[src/rtl/contador_lector_pkg.sv]
// Shared definitions for the counter readout sweeper: parameter defaults,
// fixed port widths and the FSM state encoding.
package contador_lector_pkg;

    localparam int NUM_FIFOS_DEF = 5;
    localparam int CNT_W_DEF     = 5;
    localparam int TIMEOUT_DEF   = 8;
    localparam int IDX_W         = 3;
    localparam int TOTAL_W       = 8;

    typedef enum logic [2:0] {
        ST_IDLE       = 3'd0,
        ST_WAIT_IDLE  = 3'd1,
        ST_REQ        = 3'd2,
        ST_WAIT_VALID = 3'd3,
        ST_DONE       = 3'd4
    } state_e;

    // Timer must be able to hold TIMEOUT-1; never narrower than one bit.
    function automatic int timer_width(input int timeout);
        if (timeout <= 2) begin
            return 1;
        end
        return $clog2(timeout);
    endfunction

endpackage

[src/rtl/contador_lector_if.sv]
// Read-request handshake between the sweeper (master) and the counter block (slave).
interface contador_lector_if
    import contador_lector_pkg::*;
#(
    parameter int CNT_W = CNT_W_DEF
);

    logic             req;
    logic [IDX_W-1:0] idx;
    logic [CNT_W-1:0] data_in;
    logic             valid_in;

    modport master (
        output req,
        output idx,
        input  data_in,
        input  valid_in
    );

    modport slave (
        input  req,
        input  idx,
        output data_in,
        output valid_in
    );

endinterface

[src/rtl/contador_lector_tabla.sv]
// Captured-count table for the readout sweep, with an asynchronous read port
// that returns zero for indices beyond the table.
module lector_tabla
    import contador_lector_pkg::*;
#(
    parameter int NUM_FIFOS = NUM_FIFOS_DEF,
    parameter int CNT_W     = CNT_W_DEF
) (
    input  logic             clk,
    input  logic             reset,
    input  logic             clear_i,
    input  logic             wr_en_i,
    input  logic [IDX_W-1:0] wr_idx_i,
    input  logic [CNT_W-1:0] wr_data_i,
    input  logic [IDX_W-1:0] rd_sel_i,
    output logic [CNT_W-1:0] rd_data_o
);

    logic [CNT_W-1:0] table_q [NUM_FIFOS];
    logic [CNT_W-1:0] table_d [NUM_FIFOS];

    // Clear wins over a write; the two never coincide in the sweeper anyway.
    always_comb begin
        for (int i = 0; i < NUM_FIFOS; i++) begin
            table_d[i] = table_q[i];
        end
        if (clear_i) begin
            for (int i = 0; i < NUM_FIFOS; i++) begin
                table_d[i] = '0;
            end
        end else if (wr_en_i) begin
            for (int i = 0; i < NUM_FIFOS; i++) begin
                if (wr_idx_i == IDX_W'(i)) begin
                    table_d[i] = wr_data_i;
                end
            end
        end
    end

    always_ff @(posedge clk or posedge reset) begin
        if (reset) begin
            for (int i = 0; i < NUM_FIFOS; i++) begin
                table_q[i] <= '0;
            end
        end else begin
            for (int i = 0; i < NUM_FIFOS; i++) begin
                table_q[i] <= table_d[i];
            end
        end
    end

    always_comb begin
        rd_data_o = '0;
        for (int i = 0; i < NUM_FIFOS; i++) begin
            if (rd_sel_i == IDX_W'(i)) begin
                rd_data_o = table_q[i];
            end
        end
    end

endmodule

[src/rtl/contador_lector.sv]
// Counter readout sweeper: on start, waits for the FIFOs to drain, then reads every
// counter in turn, accumulating a total and flagging a timeout if a counter never answers.
module contador_lector
    import contador_lector_pkg::*;
#(
    parameter int NUM_FIFOS = NUM_FIFOS_DEF,
    parameter int CNT_W     = CNT_W_DEF,
    parameter int TIMEOUT   = TIMEOUT_DEF
) (
    input  logic                     clk,
    input  logic                     reset,
    input  logic                     start,
    input  logic                     idle,
    contador_lector_if.master        bus,
    output logic                     busy,
    output logic                     done,
    output logic                     error,
    output logic [TOTAL_W-1:0]       total,
    input  logic [IDX_W-1:0]         rd_sel,
    output logic [CNT_W-1:0]         rd_data
);

    localparam int TMR_W = timer_width(TIMEOUT);

    state_e             state_q, state_d;
    logic [IDX_W-1:0]   idx_q, idx_d;
    logic [TMR_W-1:0]   timer_q, timer_d;
    logic [TOTAL_W-1:0] total_q, total_d;
    logic               error_q, error_d;

    logic last_idx;
    logic timer_exp;
    logic req_s;
    logic tbl_clr;
    logic tbl_wr;

    assign last_idx  = (idx_q == IDX_W'(NUM_FIFOS - 1));
    assign timer_exp = (timer_q == TMR_W'(TIMEOUT - 1));

    always_ff @(posedge clk or posedge reset) begin
        if (reset) begin
            state_q <= ST_IDLE;
            idx_q   <= '0;
            timer_q <= '0;
            total_q <= '0;
            error_q <= 1'b0;
        end else begin
            state_q <= state_d;
            idx_q   <= idx_d;
            timer_q <= timer_d;
            total_q <= total_d;
            error_q <= error_d;
        end
    end

    // A valid_in on the very cycle the timer expires still counts as an answer.
    always_comb begin
        state_d = state_q;
        case (state_q)
            ST_IDLE:       if (start) state_d = ST_WAIT_IDLE;
            ST_WAIT_IDLE:  if (idle) state_d = ST_REQ;
            ST_REQ:        state_d = ST_WAIT_VALID;
            ST_WAIT_VALID: begin
                if (bus.valid_in) begin
                    state_d = last_idx ? ST_DONE : ST_REQ;
                end else if (timer_exp) begin
                    state_d = ST_DONE;
                end
            end
            ST_DONE:       state_d = ST_IDLE;
            default:       state_d = ST_IDLE;
        endcase
    end

    always_comb begin
        idx_d   = idx_q;
        timer_d = timer_q;
        total_d = total_q;
        error_d = error_q;
        case (state_q)
            ST_IDLE: begin
                if (start) begin
                    idx_d   = '0;
                    total_d = '0;
                    error_d = 1'b0;
                end
            end
            ST_WAIT_IDLE: begin
                if (idle) begin
                    idx_d = '0;
                end
            end
            ST_REQ: begin
                timer_d = '0;
            end
            ST_WAIT_VALID: begin
                if (bus.valid_in) begin
                    total_d = total_q + TOTAL_W'(bus.data_in);
                    if (!last_idx) begin
                        idx_d = idx_q + IDX_W'(1);
                    end
                end else if (timer_exp) begin
                    error_d = 1'b1;
                end else begin
                    timer_d = timer_q + TMR_W'(1);
                end
            end
            default: ;
        endcase
    end

    always_comb begin
        req_s   = (state_q == ST_REQ);
        busy    = (state_q != ST_IDLE);
        done    = (state_q == ST_DONE);
        tbl_clr = (state_q == ST_IDLE) && start;
        tbl_wr  = (state_q == ST_WAIT_VALID) && bus.valid_in;
    end

    assign bus.req = req_s;
    assign bus.idx = idx_q;
    assign total   = total_q;
    assign error   = error_q;

    lector_tabla #(
        .NUM_FIFOS (NUM_FIFOS),
        .CNT_W     (CNT_W)
    ) u_tabla (
        .clk       (clk),
        .reset     (reset),
        .clear_i   (tbl_clr),
        .wr_en_i   (tbl_wr),
        .wr_idx_i  (idx_q),
        .wr_data_i (bus.data_in),
        .rd_sel_i  (rd_sel),
        .rd_data_o (rd_data)
    );

endmodule

[src/flat_wrapper.sv]
// flat-port wrapper written by rule: the top's interface ports become plain ports
module contador_lector_flat import contador_lector_pkg::*;
#(
    parameter int NUM_FIFOS = NUM_FIFOS_DEF,
    parameter int CNT_W     = CNT_W_DEF,
    parameter int TIMEOUT   = TIMEOUT_DEF
)
  (clk, reset, start, idle, busy, done, error, total, rd_sel, rd_data, bus_req, bus_idx, bus_data_in, bus_valid_in);
  contador_lector_if #(.CNT_W(CNT_W)) bus_i ();
  input  logic clk;
  input  logic reset;
  input  logic start;
  input  logic idle;
  output logic busy;
  output logic done;
  output logic error;
  output logic [TOTAL_W-1:0] total;
  input  logic [IDX_W-1:0] rd_sel;
  output logic [CNT_W-1:0] rd_data;
  output wire logic [$bits(bus_i.req)-1:0] bus_req;
  output wire logic [$bits(bus_i.idx)-1:0] bus_idx;
  input wire logic [$bits(bus_i.data_in)-1:0] bus_data_in;
  input wire logic [$bits(bus_i.valid_in)-1:0] bus_valid_in;
  assign bus_req = bus_i.req;
  assign bus_idx = bus_i.idx;
  assign bus_i.data_in = bus_data_in;
  assign bus_i.valid_in = bus_valid_in;
  contador_lector #(.NUM_FIFOS(NUM_FIFOS), .CNT_W(CNT_W), .TIMEOUT(TIMEOUT)) u_core (.clk(clk), .reset(reset), .start(start), .idle(idle), .bus(bus_i), .busy(busy), .done(done), .error(error), .total(total), .rd_sel(rd_sel), .rd_data(rd_data));
endmodule
[config.mk]
export PLATFORM = sky130hd
export DESIGN_NAME = contador_lector_flat
export DESIGN_NICKNAME = d
export VERILOG_FILES = /design/src/rtl/contador_lector_pkg.sv /design/src/rtl/contador_lector_if.sv /design/src/rtl/contador_lector_tabla.sv /design/src/rtl/contador_lector.sv /design/src/flat_wrapper.sv
export SDC_FILE = /design/constraint.sdc
export NUM_CORES = 1
export LEC_CHECK = 0
export CAP_MARGIN = 40
export CELL_PAD_IN_SITES_DETAIL_PLACEMENT = 0
export CELL_PAD_IN_SITES_GLOBAL_PLACEMENT = 2
export CORE_MARGIN = 2
export CORE_UTILIZATION = 34
export DETAILED_ROUTE_END_ITERATION = 16
export GPL_TIMING_DRIVEN = 0
export PLACE_DENSITY = 0.79
export SLEW_MARGIN = 20
export SYNTH_ARGS = -nofsm -noshare
export SYNTH_HDL_FRONTEND = slang
export SYNTH_SLANG_ARGS = --single-unit
[constraint.sdc]
create_clock -name clk -period 1.9 [get_ports clk]
set_input_delay 0.19 -clock clk [delete_from_list [all_inputs] [get_ports clk]]
set_output_delay 0.19 -clock clk [all_outputs]
set_load 0.01 [all_outputs]
==> reports/metrics.csv <==
metric,value,unit
Synth cell types,44,
Routed Antenna Nets,0,
minimum clock period,1780,ps
Routed WL,6.03,mm
reported max-cap violation count,0,
Die W,88.0,um
critical hold path startpoint,bus_valid_in,
Layout Area Growth over Synthesis,26.1,%
Top Ports,33,
total grt overflow,0,
fmax,561,MHz
CTS tree,built,
Synth Warn #,0,
CTS Buf Count,5,
Post-Syn Area,0.00240,mm2
worst rel slew slack,0.714,
met3 Track Usage GR,0.0320,
Worst Setup End Kind,register,
vias per cell,5.06,
outcome,finished clean,
clock latency reported for the late side of the worst-skew pair,300,ps
GR Util met1,0.245,
critical path class,in -> reg,
Final nets,309,
CP Launch Type,primary input,
Slew @ Worst Pin,429,ps
Reg2Reg Depth,6,
syn_nets,269,
clk buf depth,2,
Worst Setup SP,bus_data_in[1],
Critical Path AT,2010,ps
diode count,0,
sequential area share after synthesis,0.448,
initial antenna violation count,0,
drt wl/cell,15.9,um
synthesis-stage register bit count,43,
Die H,88.0,um
maximum VDD drop,0.447,mV
DP Wirelength,4.34,mm
clock-pin slew on the worst setup and hold paths,90,ps
layout cells sized above 1,0.144,
final period utilization,0.938,
worst flop-to-flop path startpoint,u_core.total[0],
flop-to-flop setup slack,130,ps
Worst Hold Class,in -> reg,
gr busiest metal,met2,
row count,30,
DR DRC count,0,
ys async rst share,1.00,
Mapped Avg Cell Area,9.88,um2
pin count of the biggest net entering global routing,30,
worst reg2reg endpoint,u_core.total[6],
Placeable Area,0.00679,mm2
Main synth FF type,dfrtp_1,
number of global-route vias before repair,1952,
GR Layer Usage met2,0.263,
Worst Path Required,2130,ps
pwr dens,1230,mW/mm2
global-route usage over all layers,0.169,
die area,0.00775,mm2
htree depth,2,
clk_skew,5.53,ps
Setup TNS,0,ps
hold buffer count at CTS,0,
first-pass GRT wire length,10.1,mm
clk sinks,43,
crit-path max FO,7,
initial drt markers,89,
Via Count,1922,
worst hold endpoint,u_core.error,
Leak Pwr,1.48,nW
max-slew violation count,0,
endpoints failing setup,0,
fill cell count,679,
Synth Instances,243,
initial core utilization,0.353,
drt pass-1 iters,4,
"EDFF count, synth",0,
unrepaired setup endpoints after global routing,true,
RePlAce Congestion,0.767,
Port Buffers,30,
Layout Utilization,0.445,
final hold viol count,0,
Root Buffer,clkbuf_8,
Worst Hold Depth,2,
## layout make-up
class,count,area (um2),share of cell area
Timing Repair Buffer,33,330,0.109
Multi-Input combinational cell,179,1240,0.409
Buffer,14,98.8,0.0327
Tap cell,96,120,0.0397
Clock inverter,3,67.6,0.0223
Clock buffer,5,68.8,0.0227
Inverter,7,26.3,0.00868
Sequential cell,43,1080,0.356
## metrics by stage
stage,setup slack [ps],cells,hold slack [ps],power [mW],cell area (um2)
after floorplan,138,243,318,2.32,2400
after global placement,-439,369,466,2.83,2820
after detailed placement,-459,370,467,2.85,2840
after CTS,7.28,380,153,3.74,3010
after global routing,-8.05,380,182,3.99,3030
final,117,380,160,3.71,3030
## state kept, by name, indices dropped and copies added (netlist names)
signal                  flops
u_core.u_tabla.table_q     25
u_core.total                8
u_core.bus.idx              3
u_core.state_q              3
u_core.timer_q              3
u_core.error                1
## how the worst max path moves through the flow
stage	end	slack (ps)
floorplan	u_core.total[6]	140
global placement	u_core.total[6]	-440
detailed placement	u_core.total[6]	-460
CTS	u_core.total[6]	7
global route	u_core.total[6]	-8
finish	u_core.total[6]	120
## cell usage after synthesis (3+ instances only)
library cell | n | area [um2]
a22oi_1 | 5 | 37.5
inv_1 | 7 | 26.3
a21oi_1 | 17 | 85.1
buf_4 | 4 | 30.0
buf_2 | 4 | 20.0
dfrtp_1 | 43 | 1080
o22ai_1 | 6 | 37.5
nand2_1 | 24 | 90.1
nor2_1 | 23 | 86.3
nand3_2 | 3 | 30.0
clkbuf_1 | 3 | 11.3
ha_1 | 12 | 150
mux2i_1 | 24 | 240
a31oi_1 | 5 | 31.3
nand3_1 | 11 | 55.1
o21ai_0 | 14 | 70.1
## kinds of logic (layout without fill, tap and decap cells)
logic type / after synthesis / after routing / synth area share
compound gates: 62 / 62 / 0.158
xor+xnor: 2 / 2 / 0.00730
fa+ha+maj: 13 / 13 / 0.0709
buf+inv: 21 / 62 / 0.0480
flops: 43 / 43 / 0.448
mux: 25 / 25 / 0.105
simple gates: 77 / 77 / 0.163
## report_power, final
part	internal, mW	switching [mW]
combinational	0.696	0.817
sequential	1.16	0.181
clock	0.524	0.341
## cell usage in the layout (no fill, tap or decap), types with 2 or more instances in the layout
cell,Yosys,layout
mux2i_1,24,24
dfrtp_1,43,43
dlymetal6s2s_1,0,2
nor2_2,2,3
o22ai_1,6,6
nor2_1,23,22
nor2b_4,0,2
inv_1,7,6
nand3_1,11,11
clkbuf_8,0,6
nand3_2,3,3
buf_4,4,6
o21ai_0,14,14
and2_1,2,2
bufinv_16,0,2
a22o_1,2,2
xnor2_1,2,2
o31ai_1,2,2
a21oi_1,17,17
nand2_1,24,24
ha_1,12,12
buf_6,2,2
o21bai_1,2,2
buf_2,4,4
a22oi_1,5,5
clkbuf_1,3,2
dlygate4sd2_1,0,8
clkdlybuf4s50_1,0,20
a31oi_1,5,5
## layer usage
| metal | part of all wire | vias to the layer above | wire length, um |
|---|---|---|---|
| li1 | - | 952 | - |
| met1 | 0.51 | 933 | 3100 |
| met2 | 0.44 | 31 | 2670 |
| met3 | 0.034 | 6 | 203 |
| met4 | 0.010 | 0 | 61 |
| met5 | 0 | - | 0 |
## critical path, stage by stage
cell             delay (ps)
clkdlybuf4s50_1         610
fa_2                    510
a211oi_2                190
nor2_1                   90
o211ai_1                210
mux2i_1                 200
## repair_timing
item | in CTS | in global routing
gates resized for setup | 16 | 5
pin swaps | 0 | 1
cloned | 0 | 0
endpoints found under the setup margin | 7 | 5
buffers inserted | 2 | 0
Power figures use the tool's default switching activity.
